--- config.mk ---
export PLATFORM = sky130hd
export DESIGN_NAME = ysyx_25020037_lsu
export DESIGN_NICKNAME = d
export VERILOG_FILES = /design/src/rtl/ysyx_25020037_lsu_pkg.sv /design/src/rtl/ysyx_25020037_lsu_align.sv /design/src/rtl/ysyx_25020037_lsu.sv
export SDC_FILE = /design/constraint.sdc
export NUM_CORES = 1
export LEC_CHECK = 0
export BUFFER_PORTS_ARGS = -buffer_cell sky130_fd_sc_hd__buf_4
export CAP_MARGIN = 20
export CORE_ASPECT_RATIO = 0.5
export CORE_MARGIN = 2
export CORE_UTILIZATION = 50
export DETAILED_ROUTE_END_ITERATION = 12
export GPL_ROUTABILITY_DRIVEN = 0
export PLACE_DENSITY_LB_ADDON = 0.15
export SLEW_MARGIN = 20
export SYNTH_ARGS = -nofsm -noshare
export SYNTH_HDL_FRONTEND = slang
export SYNTH_SLANG_ARGS = --single-unit
--- constraint.sdc ---
create_clock -name clk -period 4.15 [get_ports clk]
set_input_delay 0.2075 -clock clk [delete_from_list [all_inputs] [get_ports clk]]
set_output_delay 0.2075 -clock clk [all_outputs]
set_load 0.02 [all_outputs]
--- src/rtl/ysyx_25020037_lsu_pkg.sv ---
// ysyx_25020037_lsu_pkg: shared bus width, access-size one-hot codes and LSU state encoding
package ysyx_25020037_lsu_pkg;
  localparam int LU_TO_WU_BUS_WD = 64;
  localparam logic [2:0] SZ_B = 3'b001;
  localparam logic [2:0] SZ_H = 3'b010;
  localparam logic [2:0] SZ_W = 3'b100;
  typedef enum logic [1:0] {IDLE, REQ, RESP, DONE} lsu_state_t;
endpackage

--- src/rtl/ysyx_25020037_lsu_align.sv ---
// ysyx_25020037_lsu_align: store lane strobes/data and misalignment detection (non-one-hot size means word)
module ysyx_25020037_lsu_align
  import ysyx_25020037_lsu_pkg::*;
(
  input  logic [2:0]  size,
  input  logic [1:0]  off,
  input  logic [31:0] store_data,
  output logic [3:0]  wstrb,
  output logic [31:0] wdata,
  output logic        misaligned
);
  logic is_b, is_h;
  always_comb begin
    is_b = size == SZ_B;
    is_h = size == SZ_H;
    wstrb = is_b ? 4'b0001 << off : is_h ? 4'b0011 << off : 4'b1111;
    wdata = is_b ? {4{store_data[7:0]}} : is_h ? {2{store_data[15:0]}} : store_data;
    misaligned = is_h ? off[0] : (!is_b && off != 2'd0);
  end
endmodule

--- src/rtl/ysyx_25020037_lsu.sv ---
// ysyx_25020037_lsu: load/store unit between EXU and WBU with single-port memory handshake.
// Define YSYX_25020037_LSU_MISALIGN_CHECK_EN to fault misaligned half/word accesses without touching memory.
module ysyx_25020037_lsu
  import ysyx_25020037_lsu_pkg::*;
#(
  parameter int          MEM_TIMEOUT = 255,
  parameter logic [31:0] ERR_RDATA   = 32'hDEAD_BEEF
) (
  input  logic                       clk,
  input  logic                       rst,
  input  logic                       exu_valid,
  output logic                       lsu_ready,
  input  logic                       inst_l,
  input  logic                       inst_s,
  input  logic [2:0]                 lw_lh_lb,
  input  logic [31:0]                exu_result,
  input  logic [31:0]                store_data,
  output logic                       mem_req_valid,
  input  logic                       mem_req_ready,
  output logic                       mem_we,
  output logic [31:0]                mem_addr,
  output logic [31:0]                mem_wdata,
  output logic [3:0]                 mem_wstrb,
  input  logic                       mem_rsp_valid,
  input  logic [31:0]                mem_rdata,
  input  logic                       mem_rsp_err,
  output logic                       lsu_valid,
  input  logic                       wbu_ready,
  output logic [LU_TO_WU_BUS_WD-1:0] lu_to_wu_bus,
  output logic                       lsu_err
);
`ifdef YSYX_25020037_LSU_MISALIGN_CHECK_EN
  localparam bit MIS_CHK = 1'b1;
`else
  localparam bit MIS_CHK = 1'b0;
`endif
  lsu_state_t state, state_n;
  logic [31:0] addr_q, wdata_q, cnt;
  logic [3:0] wstrb_q, wstrb_a;
  logic [31:0] wdata_a;
  logic mis_a, ld_q, we_q, err_q, take, is_mem, skip, tmo;
  logic [LU_TO_WU_BUS_WD-1:0] bus_q;
  ysyx_25020037_lsu_align u_align (
    .size(lw_lh_lb),
    .off(exu_result[1:0]),
    .store_data(store_data),
    .wstrb(wstrb_a),
    .wdata(wdata_a),
    .misaligned(mis_a)
  );
  always_comb begin
    take = exu_valid && state == IDLE;
    is_mem = inst_l || inst_s;
    skip = is_mem && mis_a && MIS_CHK;
    tmo = MEM_TIMEOUT != 0 && cnt == 32'(MEM_TIMEOUT - 1);
    state_n = state;
    unique case (state)
      IDLE: state_n = take ? ((is_mem && !skip) ? REQ : DONE) : IDLE;
      REQ:  state_n = mem_req_ready ? RESP : REQ;
      RESP: state_n = (mem_rsp_valid || tmo) ? DONE : RESP;
      DONE: state_n = wbu_ready ? IDLE : DONE;
    endcase
    lsu_ready = state == IDLE;
    lsu_valid = state == DONE;
    mem_req_valid = state == REQ;
    mem_we = mem_req_valid && we_q;
    mem_addr = addr_q;
    mem_wdata = wdata_q;
    mem_wstrb = mem_we ? wstrb_q : 4'b0000;
    lu_to_wu_bus = bus_q;
    lsu_err = err_q;
  end
  always_ff @(posedge clk) begin
    if (rst) begin
      state <= IDLE;
      addr_q <= '0;
      wdata_q <= '0;
      wstrb_q <= '0;
      ld_q <= 1'b0;
      we_q <= 1'b0;
      err_q <= 1'b0;
      bus_q <= '0;
      cnt <= '0;
    end else begin
      state <= state_n;
      if (take) begin
        addr_q <= exu_result;
        wdata_q <= wdata_a;
        wstrb_q <= wstrb_a;
        ld_q <= inst_l;
        we_q <= inst_s && !inst_l;
        cnt <= '0;
        err_q <= skip;
        bus_q <= {exu_result, is_mem ? ERR_RDATA : exu_result};
      end
      if (state == RESP) begin
        cnt <= cnt + 32'd1;
        if (mem_rsp_valid) begin
          bus_q <= {addr_q, mem_rsp_err ? ERR_RDATA : (ld_q ? mem_rdata : 32'h0)};
          err_q <= mem_rsp_err;
        end else if (tmo) begin
          bus_q <= {addr_q, ERR_RDATA};
          err_q <= 1'b1;
        end
      end
      if (state == DONE && wbu_ready) err_q <= 1'b0;
    end
  end
endmodule

# After elaboration in Yosys (flattened, before gate mapping)
# Cells that the tools add are included.
[totals]
word_cells = 52
output_inout_bits = 137
in_bits = 108
reg_bits = 169
[op_classes]
mux = 24
reduce_logical = 10
n_eq_ne = 6
addsub = 1
shifts = 2
[op_table]
columns = ["operator", "n"]
rows = [
  ["64-bit 2-to-1 mux", 4],
  ["32-bit 2-to-1 mux", 7],
  ["32-bit by 1-bit adder with 32-bit output (second input constant)", 1],
  ["32-bit by 8-bit equality test with 1-bit output (second input constant)", 1],
  ["4-bit 2-to-1 mux", 3],
  ["2-bit 2-to-1 mux", 4],
  ["2-bit one-hot mux with 4 select lines", 1],
  ["1-bit 2-to-1 mux", 5],
  ["2-bit equality test (second input constant)", 2],
  ["1-bit logical AND", 4],
  ["1-bit by 2-bit << shifter with 4-bit output (first input constant)", 1],
  ["2-bit by 2-bit << shifter with 4-bit output (first input constant)", 1],
  ["3-bit by 1-bit equality test with 1-bit output (second input constant)", 1],
  ["3-bit by 2-bit equality test with 1-bit output (second input constant)", 1],
  ["2-bit by 1-bit equality test with 1-bit output (second input constant)", 1],
  ["2-bit logical NOT", 1],
  ["1-bit logical OR", 2],
  ["2-bit nonzero test", 1],
  ["2-bit OR reduction", 1],
  ["1-bit logical NOT", 1],
]

# Depth between registers and ports, before layout
# Gate-level depths: netlist (run 1).
[depth]
word_depth = 6
ltp_mapped = 8
ltp_nobuf = 6

# By module
# Synthesis (run 1) repeated with hierarchy kept, for this count alone.
[unflattened]
hier_cells = 940
area_unflattened_um2 = 7762.4
[modules_own_cells]
columns = ["module", "cells_per_inst", "seq_area_each_um2", "n_inst", "area_per_inst_um2"]
rows = [
  ["ysyx_25020037_lsu", 856, 3383.2, 1, 7064.3],
  ["ysyx_25020037_lsu_align", 84, 0.0, 1, 698.2],
]

# Least setup slack after synthesis (run 1)
# OpenSTA, ideal clock, no wires.
[synth_path]
kind = "flip-flop to flip-flop"
startpoint = "register cnt[1]"
endpoint = "register bus_q[36] (netlist: lu_to_wu_bus[36])"
t_arrival_ps = 1722
path_buffers = 2
setup_ps = 87
required_time_ps = 4063
period_less_slack_ps = 1809
stages_incl_launch_ff = 8
setup_slack_ps = 2341
cell_sequence = "dfxtp_1 > ha_1 > nor4b_1 > nand4_1 > or3_1 > buf_2 > buf_6 > a221oi_2"
[synth_via]
elab_chain_len = 4
[synth_lines]
columns = ["element", "line", "source"]
rows = [
  ["start: declaration", "ysyx_25020037_lsu.sv:38", "logic [31:0] addr_q, wdata_q, cnt;"],
  ["start signal: assignment", "ysyx_25020037_lsu.sv:97", "cnt <= cnt + 32'd1;"],
  ["32-bit by 8-bit equality test with 1-bit output", "ysyx_25020037_lsu.sv:55", "tmo = MEM_TIMEOUT != 0 && cnt == 32'(MEM_TIMEOUT - 1);"],
  ["64-bit 2-to-1 mux", "ysyx_25020037_lsu.sv:101", "end else if (tmo) begin"],
  ["64-bit 2-to-1 mux", "ysyx_25020037_lsu.sv:98", "if (mem_rsp_valid) begin"],
  ["64-bit 2-to-1 mux", "ysyx_25020037_lsu.sv:96", "if (state == RESP) begin"],
  ["end signal: assignment", "ysyx_25020037_lsu.sv:94", "bus_q <= {exu_result, is_mem ? ERR_RDATA : exu_result};"],
  ["end signal: assignment", "ysyx_25020037_lsu.sv:99", "bus_q <= {addr_q, mem_rsp_err ? ERR_RDATA : (ld_q ? mem_rdata : 32'h0)};"],
  ["end signal: assignment", "ysyx_25020037_lsu.sv:102", "bus_q <= {addr_q, ERR_RDATA};"],
  ["end: declaration", "ysyx_25020037_lsu.sv:42", "logic [LU_TO_WU_BUS_WD-1:0] bus_q;"],
]
# No other way between the ends.
# A chain may end at the register's enable or synchronous reset.

# Worst setup path in the final report (run 1)
[layout_path]
startpoint = "register state[1]"
endpoint = "register bus_q[62] (netlist: lu_to_wu_bus[62])"
[layout_via]
elab_chain_len = 6
word_cells_on_any_way = 7
cone_classes = "1 x eq/ne; 4 x mux; 2 x reduce/logical"
[layout_lines]
columns = ["element", "line", "source"]
rows = [
  ["start: declaration", "ysyx_25020037_lsu.sv:37", "lsu_state_t state, state_n;"],
  ["start signal: assignment", "ysyx_25020037_lsu.sv:85", "state <= state_n;"],
  ["2-bit logical NOT", "ysyx_25020037_lsu.sv:52", "take = exu_valid && state == IDLE;"],
  ["1-bit logical AND", "ysyx_25020037_lsu.sv:52", ""],
  ["64-bit 2-to-1 mux", "ysyx_25020037_lsu.sv:86", "if (take) begin"],
  ["64-bit 2-to-1 mux", "ysyx_25020037_lsu.sv:101", ""],
  ["64-bit 2-to-1 mux", "ysyx_25020037_lsu.sv:98", ""],
  ["64-bit 2-to-1 mux (*)", "ysyx_25020037_lsu.sv:96", ""],
]
# Mark *: on every way between the ends. The rest lies on a longest branch, timed or not.

==> results of run 1 <==
## state kept, by name, indices dropped and copies added (netlist names)
signal and cells:
mem_addr 32, cnt 32, ld_q 1, mem_wdata 32, lsu_err 1, wstrb_q 4
we_q 1, state 2, lu_to_wu_bus 64
## layout make-up
class / instances / share of cell area
clock inverters: 14 / 0.01498
multi-input cells: 626 / 0.3792
well taps: 204 / 0.02484
clock buffers: 18 / 0.04177
repair buffers: 264 / 0.1952
inverters: 40 / 0.01461
flip-flops and latches: 169 / 0.3293
## power breakdown
| part | internal (mW) | total (mW) | switching [mW] |
|---|---|---|---|
| clock | 0.853 | 1.59 | 0.735 |
| sequential | 1.76 | 1.86 | 0.0964 |
| combinational | 0.422 | 0.978 | 0.556 |
## worst paths after layout
| kind | cells after the start | slack [ns] | endpoint | startpoint |
|---|---|---|---|---|
| max | 5 | 1.20 | lu_to_wu_bus[62]$_SDFF_PP0_ | state[1]$_SDFF_PP0_ |
| min | 3 | 0.05 | lu_to_wu_bus[11]$_SDFF_PP0_ | mem_rdata[11] |
| max reg2reg | 5 | 1.20 | lu_to_wu_bus[62]$_SDFF_PP0_ | state[1]$_SDFF_PP0_ |
| min reg2reg | 2 | 0.46 | mem_wdata[6]$_SDFFE_PP0P_ | mem_wdata[6]$_SDFFE_PP0P_ |
## per-layer routing
metal  up-vias  global-route usage
li1       3708                   -
met5         -                   0
met1      3728              0.3586
met2       259              0.4527
met4         0             0.09214
met3        40             0.05123
## cells by family after synthesis
family / Yosys count / synth area share
AO/OA/AOI/OAI: 213 / 0.2137
adder cells (fa/ha/maj): 6 / 0.009701
buffers and inverters: 120 / 0.06500
flip-flops: 169 / 0.4372
multiplexers: 24 / 0.03347
AND/OR/NAND/NOR: 383 / 0.2409
## synth_stat cells, types with 10 or more instances
cell      instances
nor2b_1          10
a211oi_1         21
dfxtp_1         169
nor3_1           15
a221oi_2         30
nand3_1          16
inv_1            40
mux2_2           15
a221oi_1         26
o22ai_1          34
nor4_1           11
a21oi_1          65
nand2_1         167
nand4_1          10
clkbuf_1         48
and3_1           40
nor3b_1          19
buf_2            20
nor2_1           59
## critical path: stages, from the launching register on
cell and delay (ns):
dfxtp_1 0.57, and4b_1 0.44, nand3_1 0.22, o31ai_4 0.90, buf_4 0.53, a221oi_2 0.12
## metrics by stage
stage                 util  power [mW]  cell area [um^2]  hold slack [ns]
floorplan                -       2.445              7739           0.3160
global placement    0.6296       2.836              9604           0.4051
detailed placement  0.6296       2.860              9604           0.4081
CTS                 0.6731       4.439             10270          0.04210
global route        0.6735       4.600             10270          0.06067
finish              0.6735       4.422             10270          0.04600
==> flow_summary.ini, run 1 <==
[outcome]
outcome = finished, final reports clean

[clock_tree]
cts_buffers = 17
clk_latency_ns = 0.43
cts.sinks = 169
cts_tree = done
cts_setup_buffers = 0
clockBufferDepth = 2
root_buffer = clkbuf_16
cts_resized = 0
htreeDepth = 4
cts.clk_slew.worst_paths_ns = 0.08
hold_buffers = 8

[critical_path]
critPathRequiredTime_ns = 4.41
worstPathArrival_ns = 3.21
worst_setup_path_end_kind = flop
worstSetupPathType = reg -> reg
cp-start-kind = flop
crit_fanout = 25

[sta]
final_max_slew_viol_count = 0
finalSetupViolations = 0
fin_setup_tns_ns = 0
clock.fmax_ghz = 0.3392
finClkSkew_ns = 0.01739
hold_viol = 0
worstMarginPinSlew_ns = 1.087
max-slew-margin-rel = 0.2756
fin_ws_ns = 1.202
min_period_ns = 2.948
fin_crit_sh = 0.7104
rsz0062_at_grt = false

[detailed_routing]
met3_length_mm = 1.428
viasPerCell = 5.794
wl_met2_mm = 11.15
drt_iter0_drc = 535
drt-met1-wl_mm = 10.16
route.detailed.drc = 0
vias = 7735
ant_nets = 0
drtPass1Iterations = 5
wire_per_inst_um = 17.39
wl_mm = 23.21
top_layer = met4

[die]
rows = 32
die_height_um = 91.97
die_area_um2 = 16550
core_area_um2 = 15250
start_util = 0.5073
pin_count = 245
chipWidth_um = 179.9

[worst_hold_path]
hold_class = in -> reg

[global_routing]
grt_pass1_wl_mm = 36.66
grt_max_degree = 97
grt_pass1_vias = 7190
grtUsageTotal = 0.2724
antenna_found_initial = 0
overflow = 0

[final_layout]
drive_above_1_share = 0.3015
fill_cells = 1271
final_common_cell = buf_4
area_growth_pct = 32.76
nNetsFinal = 1232
register_area_um2 = 3383
diodes = 0
multiInputGateArea_um2 = 3896
layoutNonFillerInstCount = 1335
mostFrequentLayoutCells = buf_4, dfxtp_1, nand2_1, a21oi_1, nor2_1

[synth]
avgSynthCellArea_um2 = 8.458
yosys_warnings = 0
synth_top_flop_cell = dfxtp_1
syn-cell-area_um2 = 7739
synth_edf_count = 0
yosysUniqueCellTypes = 50
yosysTopAreaCellShare = 0.4372
yosysTopAreaCell = dfxtp_1
synthArstFlopShare = 0
synth_nets = 1029
synth.ff_latch_count = 169
yosysSeqAreaShare = 0.4372
synth_area_leaders = dfxtp_1, nand2_1, a221oi_2, a21oi_1, and3_1
synthCells = 915

[placement]
io_buffers = 244
dp_hpwl_mm = 15.75
dp_slack_ns = 1.200
placedCellCount = 1295

[power_and_ir_drop]
power_density_nw_per_um2 = 430.4
p_leak_nw = 4.105
ir_drop_v = 0.0002605

[job]
drv_cap = 0
No activity file was read; power rests on OpenSTA's default activity.
==> run 2, diff against run 1 <==
--- a/config.mk
+++ b/config.mk
@@ -9,7 +9,7 @@
 export CAP_MARGIN = 20
 export CORE_ASPECT_RATIO = 0.5
 export CORE_MARGIN = 2
-export CORE_UTILIZATION = 50
+export CORE_UTILIZATION = 46
 export DETAILED_ROUTE_END_ITERATION = 12
 export GPL_ROUTABILITY_DRIVEN = 0
 export PLACE_DENSITY_LB_ADDON = 0.15
==> constraint.sdc (replaced) <==
create_clock -name clk -period 2.4 [get_ports clk]
set_input_delay 0.12 -clock clk [delete_from_list [all_inputs] [get_ports clk]]
set_output_delay 0.12 -clock clk [all_outputs]
set_load 0.02 [all_outputs]
==> flow_summary.ini, run 2 (synthesized netlist as in run 1, its figures left out) <==
[outcome]
outcome = finished, final reports clean

[detailed_routing]
drt_iter0_drc = 590
wire_per_inst_um = 17.72
vias = 8112
wl_mm = 25.46
route.detailed.drc = 0
viasPerCell = 5.645
drtPass1Iterations = 6
ant_nets = 0

[critical_path]
slowest_delay_ns = 0.47
r2r_end = cnt[16]$_SDFFE_PP0P_
worstSetupPathType = reg -> reg
worstPathArrival_ns = 2.53
crit_fanout = 9
path_cells = and4b_1 -> nand3_1 -> buf_4 -> or4_1 -> a21oi_1
r2r_slack_ns = 0.22
worst_setup_path_end_kind = flop
r2r_cells = 5
cp-start-kind = flop
critPathRequiredTime_ns = 2.75
cp_slowest_cell = or4_1
reg2reg_from = cnt[2]$_SDFFE_PP0P_

[worst_hold_path]
hp-start = wbu_ready
whs_endpoint = lsu_err$_SDFF_PP0_
hold_class = in -> reg
hold_depth = 3

[power_and_ir_drop]
power.total_mw = 7.856
pwr-share-seq = 0.406
internal_power_mw = 5.481
ir_drop_v = 0.0005886
p_leak_nw = 4.488
p_switching_mw = 2.375
power_density_nw_per_um2 = 704.1
swShare = 0.3023
power_frac_comb = 0.238
clockPowerShare = 0.356

[global_routing]
antenna_found_initial = 0
overflow = 0
grtUsageTotal = 0.2785
grt_max_degree = 84
grt_pass1_wl_mm = 40.06
grt_pass1_vias = 7766

[sta]
fin_setup_tns_ns = 0
min_period_ns = 2.178
rsz0062_at_grt = false
finalSetupViolations = 0
worstMarginPinSlew_ns = 0.6542
hold_viol = 0
clock.fmax_ghz = 0.4590
final_max_slew_viol_count = 0
finClkSkew_ns = 0.01232
max-slew-margin-rel = 0.5639
fin_crit_sh = 0.9077
fin_ws_ns = 0.2216

[final_layout]
diodes = 0
layoutNonFillerInstCount = 1437
multiInputGateArea_um2 = 3894
mostFrequentLayoutCells = buf_4, dfxtp_1, nand2_1, dlygate4sd3_1, a21oi_1
final_common_cell = buf_4
drive_above_1_share = 0.2934
area_growth_pct = 44.19
nNetsFinal = 1311
fill_cells = 1333
largest_reg_flops = 64
register_area_um2 = 3383

[die]
die_height_um = 95.72
core_area_um2 = 16430
rows = 33
start_util = 0.4709
chipWidth_um = 187.4
pin_count = 245
die_area_um2 = 17940

[placement]
dp_slack_ns = 0.1153
placedCellCount = 1330
dp_hpwl_mm = 16.29
io_buffers = 244

[clock_tree]
cts_buffers = 17
clk_latency_ns = 0.43
root_buffer = clkbuf_16
cts.sinks = 169
cts_tree = done
cts.clk_slew.worst_paths_ns = 0.07
clockBufferDepth = 2
htreeDepth = 4

[job]
drv_cap = 0
==> run 2: changes by cell type in the layout (fill, tap and decap cells not counted), moves of 2 or more <==
cell / before / now
clkinv_2: 0 / 3
buf_12: 0 / 7
clkinvlp_4: 4 / 2
dlygate4sd3_1: 8 / 74
inv_8: 3 / 0
buf_4: 255 / 261
clkbuf_8: 0 / 2
==> run 2: layer usage <==
layer	GRT usage	share of wire	vias up	wire length, um
li1	-	-	3863	-
met1	0.3535	0.44	3899	11100
met2	0.4848	0.48	303	12270
met3	0.05213	0.060	47	1534
met4	0.09711	0.022	0	549
met5	0	0	-	0
==> run 2: cell type report <==
class | instances | share of cell area
Multi-Input combinational cell | 626 | 0.3490
Sequential cell | 169 | 0.3032
Timing Repair Buffer | 343 | 0.2556
Clock buffer | 19 | 0.04059
Tap cell | 227 | 0.02545
Inverter | 40 | 0.01346
Clock inverter | 13 | 0.01278
==> run 2: stage by stage <==
stage	hold WS [ns]	util	cell area [um^2]
final	0.02457	0.6790	11160
after global routing	0.03551	0.6790	11160
after CTS	0.01338	0.6783	11150
after detailed placement	0.3232	0.5970	9811
after global placement	0.3145	0.5970	9811
after floorplan	0.2285	-	7739
==> run 2: critical path, delay by kind of cell (launching register included) <==
family | cells | cell delay, ns
DFF | 1 | 0.43
buffers and inverters | 1 | 0.29
and+or+nand+nor | 3 | 1.24
AOI/OAI and AO/OA | 1 | 0.15
==> run 2: power by group through the flow <==
| stage | registers, mW | clock network [mW] | logic, mW |
|---|---|---|---|
| floorplan | 3.50 | 0 | 0.732 |
| global placement | 3.24 | 0 | 1.72 |
| detailed placement | 3.25 | 0 | 1.75 |
| CTS | 3.18 | 2.85 | 1.85 |
| global route | 3.21 | 2.99 | 2.01 |
| finish | 3.19 | 2.80 | 1.87 |
==> run 2: what timing repair did <==
item,CTS,global route
endpoints found under the hold margin,81,0
gates resized for setup,0,1
setup endpoints to repair,0,29
buffers inserted,0,1
hold buffers,74,0
==> run 2: worst max path at each step <==
stage / start / to / slack [ns] / cells after the start
6_report: cnt[2]$_SDFFE_PP0P_ / cnt[16]$_SDFFE_PP0P_ / 0.22 / 5
5_1_grt: cnt[1]$_SDFFE_PP0P_ / lsu_err$_SDFF_PP0_ / 0.06 / 6
4_1_cts: cnt[1]$_SDFFE_PP0P_ / lu_to_wu_bus[48]$_SDFF_PP0_ / 0.06 / 6
3_5_place_dp: cnt[1]$_SDFFE_PP0P_ / lu_to_wu_bus[47]$_SDFF_PP0_ / 0.12 / 6
3_3_place_gp: cnt[0]$_SDFFE_PP0P_ / lu_to_wu_bus[55]$_SDFF_PP0_ / 0.18 / 7
2_1_floorplan: cnt[1]$_SDFFE_PP0P_ / lu_to_wu_bus[36]$_SDFF_PP0_ / 0.59 / 7
